**src/rtl/trap_redirect_ctrl.sv**
```systemverilog
// Owns every PC redirect: branch/jal/jalr, ecall, mret and timer interrupt.
// Traps run the mepc/mcause/mstatus CSR write sequence before redirecting the IFU.
module trap_redirect_ctrl #(
  parameter int unsigned     XLEN        = 64,
  parameter logic [XLEN-1:0] CAUSE_ECALL = 64'd11,
  parameter logic [XLEN-1:0] CAUSE_MTI   = 64'h8000_0000_0000_0007
) (
  input  logic            clk,
  input  logic            rst_n,
  input  logic            valid_in,
  input  logic [XLEN-1:0] pc_in,
  input  logic            branch_taken,
  input  logic [XLEN-1:0] branch_target,
  input  logic            ecall,
  input  logic            mret,
  input  logic            timer_irq,
  input  logic            irq_en,
  input  logic [XLEN-1:0] mtvec_rd,
  input  logic [XLEN-1:0] mepc_rd,
  input  logic [XLEN-1:0] mstatus_rd,
  output logic            csr_we,
  output logic [11:0]     csr_waddr,
  output logic [XLEN-1:0] csr_wdata,
  output logic            redirect_valid,
  output logic [XLEN-1:0] redirect_pc,
  input  logic            redirect_ready,
  output logic            busy,
  output logic            flush
);

  typedef enum logic [2:0] {
    StIdle, StWrMepc, StWrMcause, StWrMstatus, StRedirect
  } state_e;

  typedef enum logic [1:0] {KindBranch, KindMret, KindEcall, KindIrq} kind_e;

  state_e          state_q, state_d;
  kind_e           kind_q, kind_d;
  logic [XLEN-1:0] pc_q, target_q, mstatus_q;
  logic            irq_take, accept, is_trap;
  logic [XLEN-1:0] trap_mstatus, mret_mstatus;

  assign irq_take = timer_irq & irq_en;
  assign accept   = (state_q == StIdle) & valid_in & (irq_take | ecall | mret | branch_taken);
  assign is_trap  = (kind_q == KindEcall) || (kind_q == KindIrq);

  always_comb begin
    kind_d = KindBranch;
    if (irq_take)   kind_d = KindIrq;
    else if (ecall) kind_d = KindEcall;
    else if (mret)  kind_d = KindMret;
  end

  always_comb begin
    trap_mstatus         = mstatus_q;
    trap_mstatus[7]      = mstatus_q[3];
    trap_mstatus[3]      = 1'b0;
    trap_mstatus[12:11]  = 2'b11;
    mret_mstatus         = mstatus_q;
    mret_mstatus[3]      = mstatus_q[7];
    mret_mstatus[7]      = 1'b1;
    mret_mstatus[12:11]  = 2'b11;
  end

  always_comb begin
    state_d        = state_q;
    csr_we         = 1'b0;
    csr_waddr      = 12'h000;
    csr_wdata      = '0;
    redirect_valid = 1'b0;
    redirect_pc    = '0;
    unique case (state_q)
      StIdle: begin
        if (accept) begin
          unique case (kind_d)
            KindIrq, KindEcall: state_d = StWrMepc;
            KindMret:           state_d = StWrMstatus;
            default:            state_d = StRedirect;
          endcase
        end
      end
      StWrMepc: begin
        csr_we    = 1'b1;
        csr_waddr = 12'h341;
        csr_wdata = pc_q;
        state_d   = StWrMcause;
      end
      StWrMcause: begin
        csr_we    = 1'b1;
        csr_waddr = 12'h342;
        csr_wdata = (kind_q == KindIrq) ? CAUSE_MTI : CAUSE_ECALL;
        state_d   = StWrMstatus;
      end
      StWrMstatus: begin
        csr_we    = 1'b1;
        csr_waddr = 12'h300;
        csr_wdata = is_trap ? trap_mstatus : mret_mstatus;
        state_d   = StRedirect;
      end
      StRedirect: begin
        redirect_valid = 1'b1;
        // Trap vector is read live; only direct mode is supported.
        redirect_pc    = is_trap ? {mtvec_rd[XLEN-1:2], 2'b00} : target_q;
        if (redirect_ready) state_d = StIdle;
      end
      default: state_d = StIdle;
    endcase
  end

  assign busy  = (state_q != StIdle);
  assign flush = accept & rst_n;

  always_ff @(posedge clk or negedge rst_n) begin
    if (!rst_n) begin
      state_q   <= StIdle;
      kind_q    <= KindBranch;
      pc_q      <= '0;
      target_q  <= '0;
      mstatus_q <= '0;
    end else begin
      state_q <= state_d;
      if (accept) begin
        kind_q    <= kind_d;
        pc_q      <= pc_in;
        target_q  <= (kind_d == KindMret) ? mepc_rd : branch_target;
        mstatus_q <= mstatus_rd;
      end
    end
  end

endmodule

```
**config.mk**
```make
export PLATFORM = sky130hd
export DESIGN_NAME = trap_redirect_ctrl
export DESIGN_NICKNAME = d
export VERILOG_FILES = /design/src/rtl/trap_redirect_ctrl.sv
export SDC_FILE = /design/constraint.sdc
export NUM_CORES = 1
export LEC_CHECK = 0
export BUFFER_PORTS_ARGS = -buffer_cell sky130_fd_sc_hd__buf_2
export CAP_MARGIN = 25
export CORE_AREA = 4 4 182 184
export DETAILED_ROUTE_END_ITERATION = 16
export DIE_AREA = 0 0 186 188
export SETUP_SLACK_MARGIN = 0.4
export SLEW_MARGIN = 20
export SYNTH_ARGS = -nofsm -noshare
export SYNTH_HDL_FRONTEND = slang
export SYNTH_SLANG_ARGS = --single-unit
```
**constraint.sdc**
```tcl
create_clock -name clk -period 4.4 [get_ports clk]
set_clock_uncertainty 0.15 [all_clocks]
set_input_delay 0.22 -clock clk [delete_from_list [all_inputs] [get_ports clk]]
set_output_delay 0.22 -clock clk [all_outputs]
set_load 0.02 [all_outputs]
```
# ---- Word-level counts from Yosys, hierarchy flattened
# Cells that the tools add are included.
dict set report classes {
  multipliers 0
  mux 16
  n_lt_le_gt_ge 0
  n_eq_ne 11
  reduce_logical 6
  div 0
  bitwise 7
  shift 0
  add_sub_neg 0
}
# cell count
set ops {}
lappend ops {{$mux 64} 4}
lappend ops {{$pmux 64 s3} 1}
lappend ops {{$pmux 10 s3} 1}
lappend ops {{$pmux 3 s5} 1}
lappend ops {{$eq 2x2->1 const B} 4}
lappend ops {{$mux 8} 1}
lappend ops {{$eq 3x2->1 const B} 2}
lappend ops {{$mux 3} 2}
lappend ops {{$pmux 3 s2} 1}
lappend ops {{$and 1x1->1} 4}
lappend ops {{$mux 2} 2}
lappend ops {{$ne 2x2->1 const B} 2}
lappend ops {{$eq 3x1->1 const B} 1}
lappend ops {{$eq 3x3->1 const B} 1}
lappend ops {{$logic_not 3->1} 1}
lappend ops {{$mux 1} 3}
lappend ops {{$or 1x1->1} 3}
lappend ops {{$reduce_bool 3->1} 1}
lappend ops {{$reduce_or 3->1} 1}
lappend ops {{$eq 2x1->1 const B} 1}
lappend ops {{$reduce_and 2->1} 1}
lappend ops {{$reduce_or 2->1} 1}
lappend ops {{$logic_or 1x1->1} 1}
dict set report word_totals {
  ff_bits 197
  latchBits 0
  in_bits 329
  out_inout_bits 144
  rom_bits 0
  mem_count 0
  ram_bits 0
}

# ---- Logic depth before layout (Yosys ltp)
# Gate-level depths: netlist (run 1).
dict set report depth {
  word_depth 8
  depth_mapped 7
  mapped_depth_nobuf 3
}

# ---- Worst setup path before layout (run 1)
# Ideal clock, no wire load.
dict set report synth_path {
  kind {register -> output}
  start {reg kind_q[1]}
  end {out csr_wdata[2]}
  stages_incl_launch_ff 6
  arrival_ps 1655
  slack_ps 2375
  required_time_ps 4030
  path_cell_list {dfrtp_1 -> clkbuf_1 -> buf_2 -> buf_1 -> nand4_1 -> a21oi_1}
}
dict set report synth_between {
  elab_chain_cells 3
}
# item line_no
set synth_lines {}
lappend synth_lines {{start, declared} 38} ;# kind_e kind_q, kind_d;
lappend synth_lines {{start signal, assigned} 116} ;# kind_q <= KindBranch;
lappend synth_lines {{start signal, assigned} 123} ;# kind_q <= kind_d;
lappend synth_lines {{$eq 2x2->1} 91} ;# csr_wdata = (kind_q == KindIrq) ? CAUSE_MTI : CAUSE_ECALL;
lappend synth_lines {{$mux 64} 91}
lappend synth_lines {{$pmux 64 s3} 72} ;# unique case (state_q)
lappend synth_lines {{end, declared} 23} ;# output logic [XLEN-1:0] csr_wdata,
# No other way between the ends.

# ---- Worst setup path after layout (run 1)
dict set report layout_path {
  start {reg state_q[1]}
  end {out csr_wdata[16]}
}
dict set report layout_between {
  elab_chain_cells 2
  elab_cells_between_ends 4
  cone_classes {eq/ne: 3; mux: 1}
}
# item line_no
set layout_lines {}
lappend layout_lines {{start, declared} 37} ;# state_e state_q, state_d;
lappend layout_lines {{start signal, assigned} 115} ;# state_q <= StIdle;
lappend layout_lines {{start signal, assigned} 121} ;# state_q <= state_d;
lappend layout_lines {{$eq 3x2->1 / $eq 3x1->1 (equally long branches)} 72}
lappend layout_lines {{$pmux 64 s3 (*)} 72}
# Mark *: on every way between the ends. The rest lies on a longest branch, timed or not.

==> results by group, run 1 <==
Setup path
  – CP peak stage delay: 0.74 ns
  – Critical Path End Type: output port
  – Critical path required time: 4.03 ns
  – Cell chain of the critical path: inv_1 > nor2_4 > buf_4 > a22o_1 > buf_2
  – Worst path slowest cell: dfrtp_1
  – Startpoint types: flop
  – Max FO, Critical Path: 57
  – Buf+Inv Stages, Crit Path: 3
  – Critical path's top delay family: buffers and inverters
  – Setup CP Type: reg -> out
  – Worst EP arrival: 2.69 ns

Placement
  – Dpl ws: 1.72 ns
  – Cell count after placement: 1699
  – DP Area: 12400 um2
  – Port bufs: 461
  – Dpl hpwl: 25100 um
  – Routability cong.: 0.806

Synth
  – Post-synthesis sequential area ratio: 49.5%
  – Netlist cell types: 36
  – Flops & latches, synth: 195
  – Yosys warns: 0
  – Synth area leader: dfrtp_1
  – Synthesized cell area: 9860 um2
  – Top cells by area, synth: dfrtp_1 49%, mux2_1 14%, mux2i_1 6.3%
  – Synth Instances: 919
  – Mean area per synthesized cell: 10.7 um2
  – Top cell type's share of synthesized area: 49.5%

Outcome
  – Outcome: finished clean

STA
  – RSZ-0062 raised after global routing: no
  – Setup TNS: 0 ns
  – Hold WS: 0.0918 ns
  – Crit path time final: 3.06 ns
  – Final worst slack: 1.34 ns
  – Slew @ Worst Pin: 0.872 ns
  – FMAX: 0.327 GHz
  – Final clock period utilization by the worst path: 69.5%
  – Final hold violations: 0
  – Final Setup Violations: 0
  – Relative slew margins: 41.8%
  – Final Max Tran Viols: 0

Finish
  – Nets@finish: 1904
  – Final Non-Filler Cells: 1994
  – Commonest non-fill, non-tap cell in the layout: buf_2
  – Layout fillers: 2825
  – Layout cells sized above 1: 32.7%
  – Final Util: 49.7%
  – Finished Cell Area: 15600 um2
  – Synth-to-Final Area Change: 58.2%
  – Most frequent cells in the layout: 460 x buf_2, 258 x dlygate4sd3_1, 194 x dfrtp_1, 126 x mux2_1, 72 x a21oi_1

Clock network
  – H-Tree Depth: 4
  – Setup Buffers After CTS: 0
  – Clk_lat worst skew: 0.42 ns
  – TritonCTS Sinks: 195
  – Reg clk slew, reported paths: 0.07 ns
  – TritonCTS clock tree: built
  – Clk root buf: clkbuf_16
  – CTS resizes: 0
  – Clock buffer count from CTS: 17
  – Clk buf depth: 2
  – Hold Buf Count CTS: 258

Global routing
  – Largest net degree at the start of global routing: 112
  – First-pass GRT wire length: 57400 um
  – Vias in the first global route: 10600
  – Overflow after GRT: 0
  – Initial antenna violation count: 9
  – Tot GR Track Use: 20.7%

Floorplanning
  – Chip Height: 188 um
  – Chip width: 186 um
  – Core Area: 31400 um2
  – I/O pin total: 473
  – Starting Density: 31.4%
  – Die area: 35000 um2
  – Num rows: 65

Pwr
  – Switching Power: 3.62 mW
  – Total power: 9.31 mW
  – Cell area power density: 597 nW/um2
  – Peak VDD IR: 0.352 mV
  – Combinational Power Share: 46.3%
  – Sequential Power Share: 35.9%
  – Leakage: 7.33 nW
  – Clk network pwr share: 17.9%
  – Net Sw Frac: 38.8%
  – Int Pwr: 5.70 mW

Routing
  – Vias per std cell: 4.99
  – DR iter-0 viols: 377
  – Final WL: 37800 um
  – DRC: 0
  – Routed len/inst: 19.0 um
  – Vias: 9951
  – Pre-antenna DRT Iters: 4
  – Routed Antenna Nets: 0

Run
  – Max Cap Viol: 0

Hold path
  – HP Class: in -> reg
[tightest hold or removal path, cell delays in order]
cell       delay, ns
buf_2           0.14
a2bb2oi_1       0.12
a21oi_1         0.14
[synth_stat cells]
| cell | n |
|---|---|
| o221ai_1 | 1 |
| nand2b_1 | 2 |
| mux2i_1 | 62 |
| o21ai_0 | 68 |
| o21ai_1 | 1 |
| nand2_1 | 7 |
| clkbuf_1 | 60 |
| a2bb2oi_1 | 1 |
| buf_6 | 1 |
| and3_1 | 1 |
| and2_4 | 1 |
| or2_1 | 1 |
| inv_1 | 3 |
| buf_1 | 1 |
| inv_2 | 2 |
| a311oi_1 | 1 |
| or3_1 | 1 |
| nand4_1 | 2 |
| nand3_1 | 64 |
| buf_4 | 26 |
| mux2_1 | 126 |
| buf_2 | 15 |
| mux2_2 | 2 |
| nor3b_1 | 2 |
| a22o_1 | 57 |
| a21o_1 | 1 |
| dfrtp_1 | 195 |
| nor4b_4 | 1 |
| a31oi_1 | 64 |
| nor2_1 | 69 |
| nor2b_1 | 2 |
| conb_1 | 1 |
| a21oi_1 | 73 |
| nor3_1 | 2 |
| a2111o_1 | 1 |
| a211oi_1 | 2 |
[kinds of logic after synthesis]
family | Yosys count | synth area share [%]
AND/OR/NAND/NOR | 155 | 7.29
flip-flops | 195 | 49.5
buffers and inverters | 108 | 5.37
AO/OA/AOI/OAI | 270 | 16.9
multiplexers | 190 | 20.9
other | 1 | 0.0380
[power by group through the flow]
stage                     registers, mW  logic, mW  clock network (mW)
after floorplan                    3.05       2.76                   0
after global placement             3.32       3.60                   0
after detailed placement           3.37       3.67                   0
after CTS                          3.33       4.31                1.71
after global routing               3.46       4.69                1.78
final                              3.34       4.31                1.66
[flip-flops by register name (all words and copies together), names as in the netlist]
name / flops
pc_q: 64
kind_q: 2
mstatus_q: 62
target_q: 64
state_q: 3
[final timing paths]
check / start / slack (ns) / cells after the start / endpoint
setup / recovery: state_q[1] / 1.34 / 5 / csr_wdata[16]
hold / removal: timer_irq / 0.09 / 3 / kind_q[0]
setup reg to reg: state_q[1] / 1.43 / 5 / target_q[62]
hold reg to reg: mstatus_q[3] / 0.33 / 1 / mstatus_q[3]
max in group asynchronous: rst_n / 2.40 / 3 / target_q[41]
min in group asynchronous: rst_n / 0.32 / 2 / mstatus_q[5]
[layout make-up]
type                       instances  area [um2]  area share [%]
inverter                           5        18.8           0.120
clock buffer                      18         429            2.75
tap                              402         503            3.22
multi-input combinational        622        4510            28.9
antenna                            4        10.0          0.0642
clock inverter                    14         189            1.21
sequential                       195        4880            31.3
timing repair buffer             734        5060            32.4
[layer usage]
layer | vias to the layer above | wire [um] | global-route usage (%) | share of wire [%]
li1 | 4665 | - | - | -
met2 | 394 | 19400 | 37.1 | 51
met5 | - | 46 | 0 | 0.12
met1 | 4827 | 14700 | 23.9 | 39
met3 | 57 | 2710 | 5.49 | 7.2
met4 | 8 | 986 | 6.59 | 2.6
No activity file was read; power rests on OpenSTA's default activity.
==> inputs of run 2 (changes only) <==
ABC_AREA = 1   (was default)
CORE_AREA = 4 4 183 185   (was 4 4 182 184)
DIE_AREA = 0 0 187 189   (was 0 0 186 188)
clock period = 2.7 ns   (was 4.4 ns; I/O delays follow)
==> results by group, run 2 <==
Floorplanning
  – Core Area: 32000 um2 (+2.1%)
  – Die area: 35300 um2 (+1.1%)
  – I/O pin total: 473 (unchanged)
  – Starting Density: 31.3% (-0.12 points)
  – Chip width: 187 um (+0.54%)
  – Chip Height: 189 um (+0.53%)
  – Num rows: 66 (+1.5%)

Pwr
  – Switching Power: 6.35 mW (+76%)
  – Total power: 15.0 mW (+61%)
  – Sequential Power Share: 34.0% (-1.9 points)
  – Cell area power density: 918 nW/um2 (+54%)
  – Net Sw Frac: 42.5% (+3.6 points)
  – Int Pwr: 8.61 mW (+51%)
  – Leakage: 9.16 nW (+25%)
  – Combinational Power Share: 47.2% (+0.9 points)
  – Clk network pwr share: 18.9% (+1.0 points)
  – Peak VDD IR: 0.611 mV (+74%)

Clock network
  – H-Tree Depth: 4 (unchanged)
  – Clk buf depth: 2 (unchanged)
  – Clk root buf: clkbuf_16
  – TritonCTS clock tree: built
  – Reg clk slew, reported paths: 0.07 ns (about the same)
  – Clk_lat worst skew: 0.44 ns (+0.02 ns)
  – Clock buffer count from CTS: 17 (unchanged)
  – TritonCTS Sinks: 195 (unchanged)

Setup path
  – Cell chain of the critical path: nor2_4 > inv_2 > nor2_4 > buf_12 > clkinv_8 > a21oi_1 > buf_2
  – Worst path slowest cell: dfrtp_1
  – Critical R2R Launch: state_q[1]
  – Critical path required time: 2.41 ns (-1.62 ns)
  – Critical path's top delay family: buffers and inverters
  – Reg2reg end: target_q[5]
  – Critical Path End Type: output port
  – Buf+Inv Stages, Crit Path: 4 (+1)
  – R2r setup slk: 0.72 ns (-0.71 ns)
  – CP peak stage delay: 0.43 ns (-0.31 ns)
  – Worst EP arrival: 1.98 ns (-0.71 ns)
  – Setup CP Type: reg -> out
  – Worst Reg2Reg Path Length in Cells: 8 (+3)
  – Startpoint types: flop
  – Max FO, Critical Path: 5 (-91%)
  – Most used cell, CP: nor2_4

STA
  – Relative slew margins: 66.2% (+24 points)
  – Final clock period utilization by the worst path: 83.9%
  – Slew @ Worst Pin: 0.507 ns (-0.366 ns)
  – Crit path time final: 2.27 ns
  – Setup TNS: 0 ns (unchanged)
  – RSZ-0062 raised after global routing: yes
  – FMAX: 0.441 GHz
  – Final Setup Violations: 0 (unchanged)
  – Final Max Tran Viols: 0 (unchanged)
  – Final hold violations: 0 (unchanged)

Finish
  – Largest regs: pc_q x64, target_q x64, mstatus_q x62
  – Layout cells sized above 1: 27.0% (-5.8 points)
  – Multi-input logic area: 4350 um2 (-3.6%)
  – Final Util: 50.9% (+1.2 points)
  – Sequential cell area: 4880 um2 (about the same)
  – Layout fillers: 2992 (+5.9%)
  – Synth-to-Final Area Change: 62.5%
  – Most frequent cells in the layout: 783 x nand2_1, 440 x buf_2, 258 x dlygate4sd3_1, 193 x dfrtp_1, 75 x inv_1
  – Nets@finish: 2396 (+26%)
  – Commonest non-fill, non-tap cell in the layout: nand2_1

Synth
  – Post-synthesis sequential area ratio: 48.7% (-0.81 points)
  – Most frequent cell after synthesis: nand2_1
  – Synth Instances: 1376 (+50%)
  – Mean area per synthesized cell: 7.29 um2 (-32%)
  – Flops & latches, synth: 195 (unchanged)
  – Top cell type's share of synthesized area: 48.7% (-0.81 points)
  – Most used DFF post-synth: dfrtp_1
  – Ranking of synthesized cells by instance count: 784 x nand2_1, 195 x dfrtp_1, 80 x inv_1, 73 x o21ai_0, 64 x a21oi_1
  – Synth area leader: dfrtp_1
  – Top cells by area, synth: dfrtp_1 49%, nand2_1 29%, a22o_1 4.9%
  – Async SR Flop Fraction: 100% (unchanged)
  – Post-synth EDFFs: 0 (unchanged)
  – Netlist cell types: 19 (-47%)
  – Yosys warns: 0 (unchanged)
  – Synthesized cell area: 10000 um2 (+1.7%)

Global routing
  – First-pass GRT wire length: 61200 um (+6.6%)
  – Vias in the first global route: 11500 (+8.8%)
  – Largest net degree at the start of global routing: 98 (-13%)
  – Overflow after GRT: 0 (unchanged)
  – Initial antenna violation count: 5 (-4)
  – Tot GR Track Use: 21.4% (+0.69 points)

Routing
  – Routed Antenna Nets: 0 (unchanged)
  – Vias per std cell: 4.60 (-7.8%)
  – Final WL: 40500 um (+7.0%)
  – Pre-antenna DRT Iters: 5 (+1)
  – DR iter-0 viols: 542 (+44%)
  – Routed len/inst: 16.3 um (-14%)
  – DRC: 0 (unchanged)
  – Vias: 11500 (+15%)

Hold path
  – HP Class: in -> async

Outcome
  – Outcome: finished clean

Placement
  – Routability cong.: 0.856 (+6.2%)
  – Port bufs: 461 (unchanged)
  – Dpl hpwl: 25000 um (-0.29%)

Run
  – Max Cap Viol: 0 (unchanged)
==> run 2: cell count changes in the layout (fill, tap and decap cells not counted), sizes merged, moves of 4 or more <==
cell / before / now
nand2: 7 / 786
mux2: 128 / 0
inv: 12 / 89
a31oi: 64 / 0
mux2i: 62 / 0
nor2: 69 / 12
nand3: 64 / 8
buf: 475 / 492
a21oi: 73 / 64
clkbuf: 19 / 26
o21ai: 69 / 73
==> run 2: timing repair <==
action                     in CTS  in global routing
gates resized for setup        14                 41
setup endpoints to repair     102                127
cloned                          2                 10
hold endpoints to repair      390                  0
setup buffers                   0                  8
hold buffers                  258                  0
pin swaps                       0                  4
==> run 2: per-stage QoR <==
step                      area, um2  instances  hold WS, ns  setup slack, ns
after floorplan               10100       1382       -0.311            0.728
after global placement        12600       2178      -0.0438            0.635
after detailed placement      12600       2178      -0.0416            0.566
after CTS                     15900       2469       0.0345            0.367
after global routing          16300       2489       0.0397            0.367
final                         16300       2489       0.0625            0.434
==> run 2: cell type report <==
| type | count | area share [%] |
|---|---|---|
| timing repair inverter | 4 | 0.215 |
| inverter | 82 | 2.04 |
| clock inverter | 12 | 1.20 |
| timing repair buffer | 759 | 34.0 |
| multi-input combinational | 1008 | 26.7 |
| clock buffer | 19 | 2.78 |
| tap | 408 | 3.13 |
| antenna | 2 | 0.0307 |
| sequential | 195 | 30.0 |
==> run 2: worst max-delay path by stage <==
| stage | to | from | slack (ns) | cells past startpoint |
|---|---|---|---|---|
| 4_1_cts | csr_wdata[3] | state_q[2] | 0.37 | 6 |
| 2_1_floorplan | redirect_pc[55] | state_q[0] | 0.73 | 6 |
| 3_3_place_gp | redirect_pc[27] | state_q[0] | 0.63 | 7 |
| 3_5_place_dp | redirect_pc[29] | state_q[0] | 0.57 | 7 |
| 6_report | redirect_pc[30] | state_q[1] | 0.43 | 7 |
| 5_1_grt | redirect_pc[10] | state_q[0] | 0.37 | 8 |
==> run 2: power groups by stage <==
| stage | clock network [mW] | registers, mW | logic, mW |
|---|---|---|---|
| 6_report | 2.82 | 5.08 | 7.05 |
| 2_1_floorplan | 0 | 4.90 | 4.34 |
| 3_5_place_dp | 0 | 5.10 | 6.13 |
| 4_1_cts | 2.89 | 5.05 | 6.69 |
| 3_3_place_gp | 0 | 5.04 | 6.05 |
| 5_1_grt | 3.00 | 5.24 | 7.82 |
==> run 2: layer usage <==
metal / global-route usage (%) / share of wire (%) / up-vias
met3: 5.48 / 7.0 / 67
met1: 25.6 / 40 / 5284
li1: - / - / 5619
met2: 37.2 / 49 / 475
met5: 0 / 0.10 / -
met4: 8.30 / 3.3 / 6
==> run 2: cells by family after synthesis <==
logic type,Yosys count,synth area share [%]
AND/OR/NAND/NOR,806,30.4
flip-flops,195,48.7
AO/OA/AOI/OAI,194,11.8
buffers and inverters,180,9.07
other,1,0.0374
